### config.mk
export PLATFORM = sky130hd
export DESIGN_NAME = trap_ctrl
export DESIGN_NICKNAME = d
export VERILOG_FILES = /design/src/rtl/trap_ctrl.sv
export SDC_FILE = /design/constraint.sdc
export NUM_CORES = 1
export LEC_CHECK = 0
export ABC_AREA = 1
export CELL_PAD_IN_SITES_DETAIL_PLACEMENT = 0
export CELL_PAD_IN_SITES_GLOBAL_PLACEMENT = 1
export CORE_UTILIZATION = 32
export CTS_CLUSTER_DIAMETER = 200
export DETAILED_ROUTE_END_ITERATION = 8
export PLACE_DENSITY = 0.82
export SLEW_MARGIN = 10
export SYNTH_ARGS = -nofsm -noshare
export SYNTH_HDL_FRONTEND = slang
export SYNTH_SLANG_ARGS = --single-unit
### constraint.sdc
create_clock -name clk -period 3.95 [get_ports clk]
set_clock_uncertainty 0.15 [all_clocks]
set_input_delay 0.5925 -clock clk [delete_from_list [all_inputs] [get_ports clk]]
set_output_delay 0.5925 -clock clk [all_outputs]
set_load 0.005 [all_outputs]
### src/rtl/trap_ctrl.sv
// trap_ctrl: multi-cycle trap sequencer for the pipelined RV32I core.
// A decode-stage ecall/ebreak/mret stalls the front end and bubbles E while
// older instructions drain. Then (for traps) the machine trap CSRs are
// written, and fetch is redirected to the trap vector or to the saved mepc.
//
// Ports
//   clk, rst_n            clock, async active-low reset
//   ValidD                decode holds a real instruction
//   EcallD/EbreakD/MretD  decode system-instruction flags
//   PCD                   PC of the decode instruction
//   MtvecWE/MtvecWD       mtvec CSR write from W
//   StallF/StallD         hold fetch PC / IF-ID register
//   FlushD/FlushE         clear IF-ID / ID-EX register
//   RedirectF/RedirectPC  fetch redirect and its target (0 when not redirecting)
//   Mepc/Mcause/Mtvec     machine trap CSRs
//   Busy                  sequencer not idle
module trap_ctrl #(
  parameter int unsigned DRAIN_CYCLES = 3,
  parameter logic [31:0] RESET_MTVEC  = 32'h0000_0100
) (
  input  logic        clk,
  input  logic        rst_n,
  input  logic        ValidD,
  input  logic        EcallD,
  input  logic        EbreakD,
  input  logic        MretD,
  input  logic [31:0] PCD,
  input  logic        MtvecWE,
  input  logic [31:0] MtvecWD,
  output logic        StallF,
  output logic        StallD,
  output logic        FlushD,
  output logic        FlushE,
  output logic        RedirectF,
  output logic [31:0] RedirectPC,
  output logic [31:0] Mepc,
  output logic [31:0] Mcause,
  output logic [31:0] Mtvec,
  output logic        Busy
);

  typedef enum logic [1:0] {IDLE, DRAIN, SAVE, REDIRECT} state_t;
  // K_ECALL is the all-zero encoding so the reset value of the pending kind is 0.
  typedef enum logic [1:0] {K_ECALL, K_EBREAK, K_MRET} kind_t;

  typedef struct packed {
    kind_t       kind;
    logic [31:0] pc;
  } pend_t;

  localparam logic [3:0] CNT_LOAD = 4'(DRAIN_CYCLES - 1);

  state_t      state, state_nxt;
  logic [3:0]  cnt, cnt_nxt;
  pend_t       pend, pend_nxt;
  logic        trap_req;
  kind_t       req_kind;

  assign trap_req = ValidD & (EcallD | EbreakD | MretD);

  // ecall > ebreak > mret
  always_comb begin
    req_kind = K_MRET;
    if (EcallD)       req_kind = K_ECALL;
    else if (EbreakD) req_kind = K_EBREAK;
  end

  always_ff @(posedge clk or negedge rst_n) begin
    if (!rst_n) begin
      state <= IDLE;
      cnt   <= '0;
      pend  <= '0;
    end else begin
      state <= state_nxt;
      cnt   <= cnt_nxt;
      pend  <= pend_nxt;
    end
  end

  always_comb begin
    state_nxt  = state;
    cnt_nxt    = cnt;
    pend_nxt   = pend;
    StallF     = 1'b0;
    StallD     = 1'b0;
    FlushD     = 1'b0;
    FlushE     = 1'b0;
    RedirectF  = 1'b0;
    RedirectPC = '0;
    case (state)
      IDLE: begin
        // Same-cycle stall/bubble keeps the trapping instruction out of E.
        if (trap_req) begin
          StallF        = 1'b1;
          StallD        = 1'b1;
          FlushE        = 1'b1;
          pend_nxt.kind = req_kind;
          pend_nxt.pc   = PCD;
          cnt_nxt       = CNT_LOAD;
          state_nxt     = DRAIN;
        end
      end
      DRAIN: begin
        StallF = 1'b1;
        StallD = 1'b1;
        FlushE = 1'b1;
        if (cnt == 4'd0) state_nxt = (pend.kind == K_MRET) ? REDIRECT : SAVE;
        else             cnt_nxt   = cnt - 4'd1;
      end
      SAVE: begin
        StallF    = 1'b1;
        StallD    = 1'b1;
        FlushE    = 1'b1;
        state_nxt = REDIRECT;
      end
      REDIRECT: begin
        RedirectF  = 1'b1;
        FlushD     = 1'b1;
        FlushE     = 1'b1;
        RedirectPC = (pend.kind == K_MRET) ? Mepc : Mtvec;
        state_nxt  = IDLE;
      end
      default: state_nxt = IDLE;
    endcase
  end

  // Trap CSRs: mepc/mcause only move in SAVE; mtvec takes writes in any state.
  always_ff @(posedge clk or negedge rst_n) begin
    if (!rst_n) begin
      Mepc   <= '0;
      Mcause <= '0;
      Mtvec  <= RESET_MTVEC;
    end else begin
      if (state == SAVE) begin
        Mepc   <= {pend.pc[31:2], 2'b00};
        Mcause <= (pend.kind == K_EBREAK) ? 32'd3 : 32'd11;
      end
      if (MtvecWE) Mtvec <= {MtvecWD[31:2], 2'b00};
    end
  end

  assign Busy = (state != IDLE);

endmodule

Word level (Yosys, flattened, before mapping)
Cells that the tools add are included.
{"block": "op_classes", "n_reduce_logical": 9, "n_addsub": 1, "bitwise": 3, "n_eq_ne": 8, "mux": 16}
{"cell": "2-to-1 mux 32 bit", "n": 2}
{"cell": "2-to-1 mux 4 bit", "n": 3}
{"cell": "2-to-1 mux 2 bit", "n": 4}
{"cell": "one-hot mux 2 bit (4 select lines)", "n": 1}
{"cell": "one-hot mux 4 bit (2 select lines)", "n": 1}
{"cell": "equality test 2 bit, second input constant", "n": 3}
{"cell": "inequality test 2 bit, second input constant", "n": 3}
{"cell": "equality test 2 x 1 -> 1 bit, second input constant", "n": 2}
{"cell": "zero test 4 bit", "n": 1}
{"cell": "one-hot mux 1 bit (2 select lines)", "n": 2}
{"cell": "AND reduction 2 bit", "n": 2}
{"cell": "nonzero test 2 bit", "n": 2}
{"cell": "subtractor 4 x 1 -> 4 bit, second input constant", "n": 1}
{"cell": "2-to-1 mux 1 bit", "n": 3}
{"cell": "AND reduction 3 bit", "n": 1}
{"cell": "OR reduction 3 bit", "n": 1}
{"cell": "zero test 2 bit", "n": 1}
{"cell": "bitwise OR 1 bit", "n": 2}
{"cell": "OR reduction 2 bit", "n": 1}
{"cell": "bitwise AND 1 bit", "n": 1}
{"block": "totals", "out_inout_bits": 134, "reg_bits": 132, "wordCells": 44}

Longest topological paths before layout
{"block": "logic_depth", "ltp_word": 5, "ltp_mapped": 8}

Least setup slack after synthesis
No wires, ideal clock.
{"block": "synth_path", "path_kind": "reg-to-output", "startpoint": "register state[0]", "endpoint": "output StallF", "slack_ps": 1843, "path_stages_with_launch": 9, "n_path_buf": 2, "t_arrival_ps": 1364, "path_cell_list": "dfrtp_1 > inv_1 > ha_1 > inv_2 > nor2_8 > inv_6 > buf_6 > a21oi_4 > buf_4"}
{"block": "synth_via", "elab_chain_len": 3, "word_cells_on_any_way": 5, "cone_classes": "eq/ne: 2; mux: 1; reduce/logical: 2"}
{"item": "start, declared", "line_no": "53", "rtl": "state_t state, state_nxt;"}
{"item": "start signal, assigned", "line_no": "74", "rtl": "state <= state_nxt;"}
{"item": "equality test 2 bit / equality test 2 x 1 -> 1 bit (equally long branches)"}
{"item": "OR reduction 2 bit (no source line)"}
{"item": "one-hot mux 1 bit (2 select lines) (*)"}
{"item": "end, declared", "line_no": "30", "rtl": "output logic StallF,"}
Mark *: on every way between the ends. The rest lies on a longest branch, timed or not.

Worst setup path after layout
{"block": "layout_path", "startpoint": "register state[1]", "endpoint": "output RedirectPC[14]"}
{"block": "layout_via", "elab_chain_len": 2}
{"item": "equality test 2 bit", "line_no": "90", "rtl": "case (state)"}
{"item": "2-to-1 mux 32 bit", "line_no": "90"}
{"item": "end, declared", "line_no": "35", "rtl": "output logic [31:0] RedirectPC,"}
Every way passes these cells.

==> results.toml <==
[grt]
grt.total_usage_pct = 16.3
antenna_found_initial = 1
grt_pass1_vias = 3715
grt_max_degree = 61
grt-ovfl-total = 0
grt_pass1_wl_microns = 19000

[layout]
final_area_sq_um = 6580
diodes = 0
regArea_sq_um = 2500
fillers = 1411
fin_nets = 793
multi_input_area_sq_um = 1700
syn2layout_area_growth_pct = 39.9
drive_above_1_share_pct = 4.44

[floorplan]
die_h_microns = 123
io_pins = 205
start_util_pct = 33.4
dieWidth_microns = 123
dieArea_sq_um = 15200
rows = 43
core_area_sq_um = 14100

[synth]
netlist_instances = 569
synth_warnings = 0
async_reset_ff_share_pct = 100
synth-seq-cells = 100
yosysTopAreaCellShare_pct = 52.7
synth-seq-area-share_pct = 53.2
synth_edf_count = 0
yosysUniqueCellTypes = 26
yosys.cell_count.top_type = "nand2_1"
ys.flop_type = "dfrtp_1"
yosys.area.top_type = "dfrtp_1"
synthTopCellsByCount = "232 x nand2_1, 99 x dfrtp_1, 58 x o21ai_0"
synthTopCellsByArea = "dfrtp_1 53%, nand2_1 19%, o21ai_0 6.2%, buf_4 6.1%, inv_1 3.4%"
syn_area_sq_um = 4700
postSynthAreaPerCell_sq_um = 8.27

[routing]
wl_met2_microns = 5530
ant_nets = 0
avgViaCountPerCell = 4.41
wl_met3_microns = 670
drc = 0
top_layer = "met4"
drt_first_iter_violations = 245
dr.pass1.iters = 4
detail_route.wirelength_microns = 12100
drt-wirelength-per-cell_microns = 13.5
drt-met1-wl_microns = 5690
vias = 3975

[place]
port_buffers = 165
placed_cell_area_sq_um = 6280
dp_hpwl_microns = 8990
gp_routability_congestion = 0.789

[outcome]
status = "complete, no violations"

[timing]
tns_ns = 0
period_share_pct = 88.3
timing.fmax_mhz = 287
setup_viol = 0
rsz0062_at_grt = "no"
tightest_slew_ns = 1.16
post-route-min-period_ns = 3.49
slew_headroom_pct = 22.5
finalHoldViolCount = 0
finalMaxSlewViolations = 0

[setup_path]
cp-start-kind = "flip-flop"
r2r-start = "state[0]"
end_kind = "output pin"
r2r-end = "Mepc[16]"
crit_type = "reg -> out"
arrival_ns = 2.75
r2r_cells = 6
cp_max_fo = 33
required_ns = 3.21
reg2reg_slack_ns = 1.79

[clock_tree]
cts_sinks = 100
cts_buffers = 9
worstSkewPairLatency_ns = 0.34
cts_setup_buffers = 0
ctsHtreeMaxLevel = 3
cts_root_buf = "clkbuf_16"
cts_resized = 0
clockBufferDepth = 2
cts_hold_buf = 0
clkTransAtPathRegs_ns = 0.07
cts_tree = "yes"

[power_and_ir_drop]
powerDensity_nw_per_um2 = 644
p_total_uw = 4240
peakVddDrop_mv = 0.458
leakage_uw = 0.00317

[flow_run]
maxCapViolations = 0

[worst_hold_path]
min_path_type = "in -> async"
power by group:
part | internal [uW] | total, uW | switching [uW] | leakage, uW
registers | 1370 | 1610 | 243 | 0.00124
logic | 837 | 1730 | 895 | 0.00179
clock network | 498 | 891 | 393 | 0.000145
final cells by class:
cell class / instances / share of cell area [%]
Clock buffer: 10 / 3.48
Timing Repair Buffer: 169 / 25.5
Multi-Input combinational cell: 391 / 25.9
Tap cell: 180 / 3.42
Inverter: 45 / 2.64
Clock inverter: 6 / 1.08
Sequential cell: 100 / 38.1
sequential cells by signal (all words and copies together) (netlist names):
signal and cells:
Mcause 2, Mepc 30, state 2, cnt 4
pend 32, Mtvec 30
cells by family (layout without fill, tap and decap cells):
| family | Yosys count | after routing | synth area share [%] |
|---|---|---|---|
| DFF | 100 | 100 | 53.2 |
| AOI/OAI and AO/OA | 99 | 99 | 10.8 |
| and+or+nand+nor | 251 | 251 | 21.0 |
| adders and majority gates | 6 | 6 | 1.60 |
| buffers and inverters | 112 | 230 | 13.3 |
| other | 1 | 35 | 0.0797 |
critical path, stage by stage (launching register included):
cell	delay, ns
dfrtp_1	0.43
ha_1	0.96
o21ai_0	0.27
a21oi_1	0.21
clkdlybuf4s50_1	0.52
metrics by stage:
stage / hold slack (ns) / std cells / util, % / setup WS (ns)
finish: 0.0679 / 901 / 46.7 / 0.461
global route: 0.107 / 901 / 46.7 / 0.241
CTS: 0.0860 / 901 / 46.7 / 0.484
detailed placement: 0.309 / 885 / 44.5 / 0.862
global placement: 0.304 / 885 / 44.5 / 0.956
floorplan: 0.147 / 603 / - / 1.84
placed cells by master (no fill, tap or decap):
cell type,Yosys,layout
a21oi_1,31,31
a21oi_4,1,1
a31oi_1,1,1
buf_2,11,1
buf_4,38,5
bufinv_16,0,1
clkbuf_1,11,1
clkbuf_16,0,9
clkdlybuf4s50_1,0,163
clkinv_2,0,1
clkinv_4,0,1
clkinvlp_4,0,1
conb_1,1,35
dfrtp_1,99,99
dfstp_2,1,1
ha_1,6,6
inv_1,42,42
inv_2,2,2
inv_6,1,2
inv_8,0,1
nand2_1,232,232
nand2_2,2,2
nand2_4,1,1
nand3_1,6,6
nor2_1,6,6
nor2_2,1,1
nor2_8,1,1
o21ai_0,58,58
o21ai_1,8,8
or2_0,1,1
or2_2,1,1
worst max path at each step:
stage | slack [ns] | cells past startpoint | start | to
2_1_floorplan | 1.84 | 8 | state[0] | StallF
3_3_place_gp | 0.96 | 4 | state[0] | RedirectPC[7]
3_5_place_dp | 0.86 | 4 | state[0] | RedirectPC[14]
4_1_cts | 0.48 | 4 | state[0] | RedirectPC[14]
5_1_grt | 0.24 | 4 | state[0] | RedirectPC[14]
6_report | 0.46 | 4 | state[1] | RedirectPC[14]
layer usage:
layer  GRT usage, %  vias up
li1               -     1993
met1           23.0     1825
met2           25.8      138
met3           2.17       19
met4           5.57        0
met5              0        -
Note: power is estimated with default switching activity, not from simulation.
